===== config.mk =====
export PLATFORM = sky130hd
export DESIGN_NAME = imem_loader
export DESIGN_NICKNAME = d
export VERILOG_FILES = /design/src/rtl/imem_loader_pkg.sv /design/src/rtl/byte_packer.sv /design/src/rtl/imem_loader.sv
export SDC_FILE = /design/constraint.sdc
export NUM_CORES = 1
export LEC_CHECK = 0
export ABC_AREA = 0
export BUFFER_PORTS_ARGS = -buffer_cell sky130_fd_sc_hd__buf_2
export CAP_MARGIN = 10
export CORE_MARGIN = 2
export CORE_UTILIZATION = 50
export DETAILED_ROUTE_END_ITERATION = 10
export PLACE_DENSITY = 0.79
export SETUP_SLACK_MARGIN = 0.3
export SLEW_MARGIN = 20
export SYNTH_ARGS = -nofsm -noshare
export SYNTH_HDL_FRONTEND = slang
export SYNTH_SLANG_ARGS = --single-unit

===== constraint.sdc =====
create_clock -name clk -period 2.85 [get_ports clk]
set_input_delay 0.4275 -clock clk [delete_from_list [all_inputs] [get_ports clk]]
set_output_delay 0.4275 -clock clk [all_outputs]
set_load 0.02 [all_outputs]

===== src/rtl/imem_loader_pkg.sv =====
// imem_loader shared types and constants.
// Loader state encoding and stream framing sizes.
package imem_loader_pkg;

  typedef enum logic [1:0] {
    HDR,
    LOAD,
    DRAIN,
    RUN
  } state_t;

  localparam int BYTES_PER_WORD = 4;
  localparam int HDR_BYTES      = 4;

endpackage


===== src/rtl/byte_packer.sv =====
// Little-endian byte-to-word packer.
// Presents the assembled word combinationally alongside the 4th byte.
module byte_packer
  import imem_loader_pkg::*;
(
  input  logic        clk,
  input  logic        i_clear,
  input  logic        i_valid,
  input  logic [7:0]  i_byte,
  output logic [31:0] o_word,
  output logic        o_word_valid
);

  logic [1:0]  r_cnt;
  logic [23:0] r_sr;

  always_ff @(posedge clk) begin
    if (i_clear) begin
      r_cnt <= '0;
      r_sr  <= '0;
    end else if (i_valid) begin
      r_cnt <= r_cnt + 2'd1;
      r_sr  <= {i_byte, r_sr[23:8]};
    end
  end

  // Earlier bytes have shifted down, so the newest byte lands on top.
  assign o_word       = {i_byte, r_sr};
  assign o_word_valid = i_valid &&
                        (r_cnt == 2'(BYTES_PER_WORD - 1));

endmodule


===== src/rtl/imem_loader.sv =====
// Boot loader: streams a sized program into instruction memory
// and holds the core in reset until the last word is written.
module imem_loader
  import imem_loader_pkg::*;
#(
  parameter int DEPTH = 256,
  parameter int CNT_W = $clog2(DEPTH + 1)
) (
  input  logic        clk,
  input  logic        reset,
  input  logic        in_valid,
  input  logic [7:0]  in_data,
  output logic        in_ready,
  output logic        imem_we,
  output logic [31:0] imem_waddr,
  output logic [31:0] imem_wdata,
  output logic        core_reset,
  output logic [31:0] instr_limit,
  output logic        done
);

  state_t r_state;
  state_t w_next;

  logic             w_acc;
  logic [31:0]      w_word;
  logic             w_word_valid;
  logic             w_hdr_done;
  logic             w_word_done;
  logic             w_in_range;
  logic             w_last;

  logic [31:0]      r_n;
  logic [31:0]      r_idx;
  logic [CNT_W-1:0] r_wr_cnt;
  logic             r_we;
  logic [31:0]      r_waddr;
  logic [31:0]      r_wdata;
  logic [31:0]      r_limit;

  assign in_ready = (r_state == HDR) ||
                    (r_state == LOAD);
  assign w_acc    = in_valid && in_ready;

  byte_packer u_pack (
    .clk          (clk),
    .i_clear      (reset),
    .i_valid      (w_acc),
    .i_byte       (in_data),
    .o_word       (w_word),
    .o_word_valid (w_word_valid)
  );

  assign w_hdr_done  = (r_state == HDR) && w_word_valid;
  assign w_word_done = (r_state == LOAD) && w_word_valid;
  assign w_in_range  = r_idx < 32'(DEPTH);
  assign w_last      = w_word_done &&
                       ((r_idx + 32'd1) == r_n);

  always_ff @(posedge clk) begin
    if (reset) r_state <= HDR;
    else       r_state <= w_next;
  end

  always_comb begin
    w_next = r_state;
    unique case (r_state)
      HDR: begin
        if (w_hdr_done)
          w_next = (w_word == 32'd0) ? RUN : LOAD;
      end
      LOAD: begin
        if (w_last) w_next = DRAIN;
      end
      DRAIN:   w_next = RUN;
      RUN:     w_next = RUN;
      default: w_next = HDR;
    endcase
  end

  // Words past DEPTH advance r_idx but never reach memory.
  always_ff @(posedge clk) begin
    if (reset) begin
      r_n      <= '0;
      r_idx    <= '0;
      r_wr_cnt <= '0;
      r_we     <= 1'b0;
      r_waddr  <= '0;
      r_wdata  <= '0;
      r_limit  <= '0;
    end else begin
      r_we <= w_word_done && w_in_range;
      if (w_hdr_done) begin
        r_n   <= w_word;
        r_idx <= '0;
      end
      if (w_word_done) begin
        r_idx <= r_idx + 32'd1;
        if (w_in_range) begin
          r_waddr  <= r_idx << 2;
          r_wdata  <= w_word;
          r_wr_cnt <= r_wr_cnt + CNT_W'(1);
        end
      end
      if (r_state == DRAIN)
        r_limit <= 32'(r_wr_cnt) << 2;
    end
  end

  assign imem_we     = r_we;
  assign imem_waddr  = r_waddr;
  assign imem_wdata  = r_wdata;
  assign instr_limit = r_limit;
  assign core_reset  = (r_state != RUN);
  assign done        = (r_state == RUN);

endmodule


==> impl_metrics.csv, run 1 <==
group,metric,value,unit
yosys,synth_cell_types,59,
timing,final_hold_viol_count,0,
yosys,synth_area_leaders,"dfxtp_1 45%, nand2_1 13%, a21oi_1 9.2%",
detailed_routing,wirelength,19800,um
placed_design,dp_cells,1226,
timing,fin_worst_skew,0.00726,ns
clock_network,cts_tree,"done",
layout,nNetsFinal,1077,
timing,tightest_slew,0.874,ns
worst_setup_path,cp-end-kind,"flip-flop",
global_routing,grt_max_degree,113,
layout,drive_gt1_share,18.6,%
power,power_density,557,mW/mm2
timing,whs,0.273,ns
floorplan,die_width,128,um
detailed_routing,vias,7104,
timing,period_needed,2.59,ns
worst_setup_path,critPathMaxStageDelay,0.54,ns
worst_setup_path,path_max_fanout,2,
yosys,synth-edff-count,0,
detailed_routing,routedWlPerCell,15.7,um
global_routing,antenna_found_initial,0,
yosys,synth_area_leader_cell,"dfxtp_1",
worst_setup_path,critPathSlowestCell,"or4_4",
layout,n_fill_cell,1311,
detailed_routing,drcViolationCount,0,
yosys,synth_warnings,0,
worst_setup_path,critical_path_class,"flip-flop to flip-flop",
yosys,synth_seq_cells,173,
clock_network,clock_sinks,173,
layout,layout_common_cells,"270 x nand2_1, 165 x dfxtp_1, 142 x a21oi_1",
floorplan,fp-row-count,45,
worst_setup_path,crit_chain,"nand3_4, or4_4, or4_4, xnor2_2, or4_4, nor4_4, a32o_1",
timing,relSlewSlack,41.6,%
layout,final_cells,1264,
layout,diodes,0,
layout,register_area,0.00348,mm2
clock_network,clk_latency,0.43,ns
yosys,synthFlopType,"dfxtp_1",
placed_design,place_hpwl,13300,um
layout,fin_util,59.9,%
status,status,"finished, final reports clean",
floorplan,start_util,51.0,%
clock_network,cts_buffers,17,
detailed_routing,viasPerCell,5.62,
global_routing,overflow,0,
power,ir_drop,0.440,mV
clock_network,cts_hold_buf,0,
detailed_routing,ant_nets,0,
global_routing,grt_pass1_vias,6335,
yosys,ys_seq_area_share,44.8,%
timing,finalSetupTns,0,ns
yosys,syn-cell-area,0.00772,mm2
detailed_routing,drt_first_pass_iters,5,
timing,final_max_slew_viol_count,0,
floorplan,io_pins,111,
yosys,synth_top_area_share,44.8,%
clock_network,clkSlewWorstSetupHoldPaths,0.07,ns
flow_run,max_cap_viol_count,0,
detailed_routing,drt-initial-drc-count,572,
power,total_power,5.05,mW
worst_setup_path,crit_required,3.23,ns
yosys,syn_area_per_cell,7.83,um2
global_routing,grt_pass1_wl,32500,um
layout,area_growth,17.5,%
global_routing,grt_util_all_layers,24.8,%
worst_hold_path,min_path_type,"primary input to flip-flop",
timing,clock.fmax,0.387,GHz
worst_setup_path,cp_data_arrival_time,2.96,ns
layout,multiInputGateArea,0.00390,mm2
floorplan,dieArea,0.0165,mm2
timing,rsz0062_at_grt,"yes",
placed_design,place_congestion,0.910,
floorplan,die_h,128,um
timing,period_share,90.8,%
power,cellLeakagePower,3.61,nW
timing,setup_viol_count_final,0,
layout,mostFrequentLayoutCell,"nand2_1",
yosys,synthCells,986,
yosys,ys_async_sr_fraction,0,%
clock_network,htree_levels,4,
worst_setup_path,cp-start-kind,"flip-flop",
floorplan,coreArea,0.0151,mm2
placed_design,port_buffers,85,
clock_network,root_buffer,"clkbuf_16",
worst_setup_path,cpMostUsedCell,"or4_4",
clock_network,clk_path_buf_depth,2,
[per-layer routing]
metal  vias up  global-route usage, %  wire (um)
met3        43                   5.01       1340
li1       3454                      -          -
met4         0                   10.5        527
met1      3330                   34.2       8740
met2       277                   37.9       9240
met5         -                      0          0
[cells by family after synthesis]
logic type	synth area share, %
AO/OA/AOI/OAI	13.4
XOR/XNOR	6.35
adder cells (fa/ha/maj)	0.486
buffers and inverters	6.85
flip-flops	44.8
multiplexers	0.130
other	0.0486
AND/OR/NAND/NOR	27.9
[cell usage after synthesis (15+ instances only)]
cell and count:
buf_4 28, nand4_1 17, nor3_1 23, nor2_1 42, and3_1 28, nand3_1 15
dfxtp_1 173, clkbuf_1 57, xnor2_1 36, a21oi_1 142, nor4_1 18, o21ai_0 17
nand2_1 270, xor2_1 20
[power breakdown]
part	internal [mW]	switching, mW	total, mW	leakage, nW
logic	0.0337	0.117	0.151	1.91
registers	2.43	0.0219	2.45	1.40
clock network	1.42	1.02	2.44	0.301
total	3.89	1.16	5.05	3.61
[critical path: cells and delay by family, from the launching register on]
kind,cells,cell delay [ns]
and+or+nand+nor,5,1.81
DFF,1,0.36
AOI/OAI and AO/OA,1,0.20
xor gates and xnor gates,1,0.15
[final cells by class]
| class | instances | area share, % |
|---|---|---|
| multi-input cells | 730 | 43.0 |
| clock buffers | 18 | 4.84 |
| well taps | 188 | 2.59 |
| repair buffers | 132 | 8.92 |
| inverters | 9 | 0.372 |
| flip-flops and latches | 173 | 38.3 |
| clock inverters | 14 | 2.00 |
[registers in the layout, summed over array words and instances (netlist names), 9 cells and up]
name and count:
imem_waddr 30, imem_wdata 32, instr_limit 9, r_idx 32
r_n 32, r_wr_cnt 9, u_pack.r_sr 24
[final timing paths]
| path | from | endpoint | slack [ns] | cells past startpoint |
|---|---|---|---|---|
| setup / recovery | r_idx[16] | r_state[1] | 0.26 | 7 |
| hold / removal | in_data[6] | r_n[30] | 0.27 | 3 |
| setup reg to reg | r_idx[16] | r_state[1] | 0.26 | 7 |
| hold reg to reg | imem_wdata[29] | imem_wdata[29] | 0.45 | 2 |
[per-stage QoR]
stage               setup WS (ns)  cell area [um2]
global placement            0.103             8340
global route                0.200             9070
CTS                         0.233             9020
detailed placement         0.0819             8340
floorplan                   0.146             7860
finish                      0.263             9070
[timing repair]
| item | 4_1_cts | 5_1_grt |
|---|---|---|
| setup endpoints to repair | 37 | 57 |
| gates resized for setup | 7 | 10 |
| setup buffers | 4 | 2 |
| pin swaps | 4 | 2 |
| hold endpoints to repair | 0 | 0 |
No activity file was read; power rests on OpenSTA's default activity.
==> run 2: changes to the inputs <==
PLACE_DENSITY = 0.76   (was 0.79)
clock period = 2.8 ns   (was 2.85 ns; I/O delays follow)
==> impl_metrics.csv, run 2 (same netlist as run 1, synthesis figures left out) <==
group,metric,value,unit
status,status,"finished, final reports clean",
floorplan,die_h,128,um
worst_setup_path,r2r_slack,0.20,ns
timing,fin_worst_skew,0.0130,ns
worst_setup_path,path_max_fanout,6,
floorplan,io_pins,111,
clock_network,clock_sinks,173,
placed_design,place_congestion,0.921,
detailed_routing,wirelength,20100,um
clock_network,clk_path_buf_depth,2,
detailed_routing,viasPerCell,5.55,
worst_hold_path,min_path_type,"primary input to flip-flop",
global_routing,grt_util_all_layers,24.9,%
clock_network,cts_tree,"done",
global_routing,grt_pass1_vias,6515,
power,power_density,564,mW/mm2
layout,n_fill_cell,1297,
clock_network,root_buffer,"clkbuf_16",
global_routing,grt_max_degree,103,
global_routing,antenna_found_initial,0,
power,pwr-share-comb,3.1,%
layout,diodes,0,
worst_setup_path,critical_path_class,"flip-flop to flip-flop",
worst_setup_path,r2r-start,"r_idx[10]",
timing,tightest_slew,0.859,ns
clock_network,cts_buffers,17,
clock_network,clkSlewWorstSetupHoldPaths,0.07,ns
clock_network,clk_latency,0.43,ns
timing,clock.fmax,0.385,GHz
detailed_routing,drt-initial-drc-count,505,
layout,final_cells,1270,
global_routing,overflow,0,
timing,period_needed,2.60,ns
floorplan,fp-row-count,45,
floorplan,coreArea,0.0151,mm2
timing,setup_viol_count_final,0,
timing,layout_setup_ws,0.201,ns
timing,finalSetupTns,0,ns
power,seqPwrFrac,48.5,%
layout,nNetsFinal,1083,
worst_setup_path,regToRegEndpoint,"r_state[0]",
worst_setup_path,cp-start-kind,"flip-flop",
placed_design,dp_slack,0.0527,ns
worst_setup_path,cp_data_arrival_time,2.94,ns
layout,area_growth,18.1,%
floorplan,start_util,51.0,%
power,pwr-share-clk,48.4,%
flow_run,max_cap_viol_count,0,
detailed_routing,routedWlPerCell,15.8,um
detailed_routing,drt_first_pass_iters,5,
layout,layout_common_cells,"270 x nand2_1, 164 x dfxtp_1, 142 x a21oi_1",
timing,relSlewSlack,42.6,%
worst_hold_path,min_from,"in_data[0]",
power,power_switching,1.20,mW
worst_setup_path,timing.critical_path.to,"r_state[0]",
placed_design,dp_cells,1235,
floorplan,dieArea,0.0165,mm2
power,intPower,3.95,mW
clock_network,htree_levels,4,
detailed_routing,vias,7043,
placed_design,port_buffers,85,
placed_design,place_hpwl,13400,um
worst_setup_path,crit_path_start,"r_idx[10]",
worst_setup_path,cp-end-kind,"flip-flop",
layout,drive_gt1_share,19.1,%
detailed_routing,ant_nets,0,
worst_setup_path,r2r_cells,8,
floorplan,die_width,128,um
power,switching_share,23.3,%
worst_setup_path,crit_required,3.14,ns
layout,mostFrequentLayoutCell,"nand2_1",
timing,final_max_slew_viol_count,0,
timing,period_share,92.8,%
detailed_routing,drcViolationCount,0,
power,cellLeakagePower,3.63,nW
power,ir_drop,0.406,mV
global_routing,grt_pass1_wl,32700,um
timing,rsz0062_at_grt,"yes",
timing,final_hold_viol_count,0,
-- run 2: cell types whose count changed in the layout (fill, tap and decap cells not counted), sizes merged --
cell    change
clkbuf      -1
buf         +6
inv         +1
-- run 2: worst min path at each step --
stage	to	slack, ns	cells past startpoint
finish	u_pack.r_sr[16]	0.27	3
global route	imem_wdata[28]	0.28	3
CTS	u_pack.r_sr[21]	0.26	3
detailed placement	imem_wdata[14]	0.44	2
global placement	imem_wdata[24]	0.44	2
floorplan	u_pack.r_cnt[1]	0.44	2
-- run 2: power by group through the flow --
stage / clock [mW] / sequential, mW / combinational [mW]
6_report: 2.49 / 2.50 / 0.159
5_1_grt: 2.61 / 2.50 / 0.175
4_1_cts: 2.53 / 2.50 / 0.156
3_5_place_dp: 0 / 2.55 / 0.154
3_3_place_gp: 0 / 2.55 / 0.153
2_1_floorplan: 0 / 2.55 / 0.143
-- run 2: what timing repair did --
item / 4_1_cts / 5_1_grt
hold buffers: 0 / 0
setup endpoints to repair: 12 / 57
pin swaps: 2 / 6
setup buffers: 2 / 1
gates resized for setup: 8 / 9
cloned: 0 / 0
-- run 2: cell type report --
cell class	count	area, um2	area share (%)
Timing Repair Buffer	138	855	9.37
Clock inverter	15	206	2.26
Multi-Input combinational cell	730	3890	42.7
Sequential cell	173	3470	38.1
Clock buffer	17	425	4.66
Inverter	9	33.8	0.370
Tap cell	188	235	2.58
-- run 2: worst max-delay path: stages (launching register included) --
cell and delay, ns:
dfxtp_2 0.36, nand4_4 0.10, buf_4 0.16, or4_2 0.66, or4_4 0.47, xor2_2 0.20, a21oi_1 0.07, and4_1 0.23
a311oi_1 0.26
-- run 2: per-stage QoR --
step	util (%)	area, um2	hold slack (ns)	total power [mW]
global placement	55.5	8410	0.436	2.71
detailed placement	55.5	8410	0.441	2.71
floorplan	-	7860	0.440	2.69
CTS	60.0	9080	0.259	5.18
finish	60.2	9120	0.274	5.15
global route	60.2	9120	0.276	5.28
-- run 2: layer usage --
metal	share of wire [%]	track usage, %	vias up
met5	0	0	-
met4	2.9	11.2	0
met3	7.4	5.38	44
met2	46	38.5	262
met1	44	33.3	3278
li1	-	-	3459
==> run 3: changes to the inputs <==
==> constraint.sdc (replaced) <==
create_clock -name clk -period 2.8 [get_ports clk]
set_input_delay 0.14 -clock clk [delete_from_list [all_inputs] [get_ports clk]]
set_output_delay 0.14 -clock clk [all_outputs]
set_load 0.02 [all_outputs]
==> impl_metrics.csv, run 3 (same netlist as run 1, synthesis figures left out) <==
group,metric,value,unit
timing,relSlewSlack,41.1,%
timing,period_needed,2.58,ns
timing,whs,0.0399,ns
floorplan,io_pins,111,
detailed_routing,wirelength,20200,um
timing,layout_setup_ws,0.216,ns
clock_network,clk_latency,0.44,ns
floorplan,fp-row-count,45,
worst_setup_path,cp_data_arrival_time,2.92,ns
timing,final_hold_viol_count,0,
placed_design,place_congestion,0.916,
placed_design,place_hpwl,13300,um
placed_design,port_buffers,85,
worst_setup_path,path_max_fanout,6,
clock_network,clock_sinks,173,
global_routing,grt_pass1_vias,6482,
clock_network,clkSlewWorstSetupHoldPaths,0.07,ns
worst_setup_path,crit_required,3.13,ns
worst_setup_path,critical_path_class,"flip-flop to flip-flop",
worst_setup_path,cp-start-kind,"flip-flop",
detailed_routing,drcViolationCount,0,
detailed_routing,ant_nets,0,
flow_run,max_cap_viol_count,0,
detailed_routing,drt_first_pass_iters,5,
power,ir_drop,0.371,mV
status,status,"finished, final reports clean",
clock_network,cts_buffers,17,
floorplan,die_width,128,um
power,cellLeakagePower,3.62,nW
global_routing,overflow,0,
power,total_power,4.97,mW
timing,clock.fmax,0.387,GHz
layout,mostFrequentLayoutCell,"nand2_1",
detailed_routing,drt-initial-drc-count,647,
layout,n_fill_cell,1321,
detailed_routing,viasPerCell,5.61,
global_routing,grt_max_degree,114,
placed_design,dp_slack,0.0230,ns
clock_network,root_buffer,"clkbuf_16",
timing,period_share,92.3,%
layout,design_area,0.00911,mm2
global_routing,grt_pass1_wl,32900,um
clock_network,cts_tree,"done",
worst_setup_path,cp-end-kind,"flip-flop",
layout,final_cells,1273,
worst_hold_path,min_path_type,"primary input to flip-flop",
timing,final_max_slew_viol_count,0,
floorplan,die_h,128,um
layout,fin_util,60.1,%
detailed_routing,vias,7143,
layout,layout_common_cells,"269 x nand2_1, 163 x dfxtp_1, 142 x a21oi_1",
layout,area_growth,17.9,%
layout,nNetsFinal,1086,
floorplan,dieArea,0.0165,mm2
timing,fin_worst_skew,0.0206,ns
detailed_routing,routedWlPerCell,15.9,um
placed_design,dp_cells,1231,
placed_design,place_area,0.00838,mm2
global_routing,grt_util_all_layers,25.1,%
clock_network,htree_levels,4,
global_routing,antenna_found_initial,0,
layout,diodes,0,
timing,rsz0062_at_grt,"yes",
timing,setup_viol_count_final,0,
floorplan,start_util,51.0,%
clock_network,clk_path_buf_depth,2,
power,power_density,546,mW/mm2
timing,tightest_slew,0.881,ns
timing,finalSetupTns,0,ns
layout,drive_gt1_share,18.6,%
floorplan,coreArea,0.0151,mm2
[run 3: cell count changes in the layout (fill, tap and decap cells not counted), moves of 2 or more]
cell           before  now
buf_4              51   47
bufinv_16           3    1
clkbuf_1            0    2
clkbuf_8            0    3
clkinv_8            2    0
dlygate4sd3_1       0    7
inv_6               5    3
nand3_1            12   14
nand3_2             2    0
[run 3: worst paths after layout]
check                      from         endpoint  slack, ns  depth (start not counted)
setup / recovery       r_idx[9]       r_state[0]       0.22                          8
hold / removal       in_data[7]  u_pack.r_sr[23]       0.04                          3
setup reg to reg       r_idx[9]       r_state[0]       0.22                          8
hold reg to reg   imem_waddr[6]    imem_waddr[6]       0.45                          2
[run 3: report_power, final]
group | switching, mW | internal [mW]
Sequential | 0.0216 | 2.48
Clock | 0.994 | 1.31
Combinational | 0.125 | 0.0413
Total | 1.14 | 3.83
[run 3: layout make-up]
type / instances / area [um2] / area share (%)
clock buffer: 22 / 474 / 5.21
inverter: 9 / 33.8 / 0.371
multi-input combinational: 730 / 3890 / 42.7
tap: 188 / 235 / 2.58
sequential: 173 / 3480 / 38.2
clock inverter: 10 / 103 / 1.13
timing repair buffer: 141 / 895 / 9.82
[run 3: what timing repair did]
item,in CTS,in global routing
buffers inserted,2,1
hold buffers,7,0
endpoints found under the setup margin,2,61
gates resized for setup,6,11
pin swaps,3,2
endpoints found under the hold margin,15,0
[run 3: worst max-delay path, cell delays in order, from the launching register on]
cell	delay, ns
dfxtp_2	0.36
nand4_4	0.11
buf_4	0.17
or4_2	0.66
or4_4	0.47
xor2_2	0.20
a21oi_1	0.06
and4_1	0.22
a311oi_1	0.24
[run 3: metal layers]
layer / global-route usage (%) / vias up / part of all wire [%]
met3: 4.76 / 40 / 7.2
met2: 39.8 / 287 / 46
met1: 34.0 / 3346 / 44
li1: - / 3470 / -
met4: 9.57 / 0 / 2.3
met5: 0 / - / 0
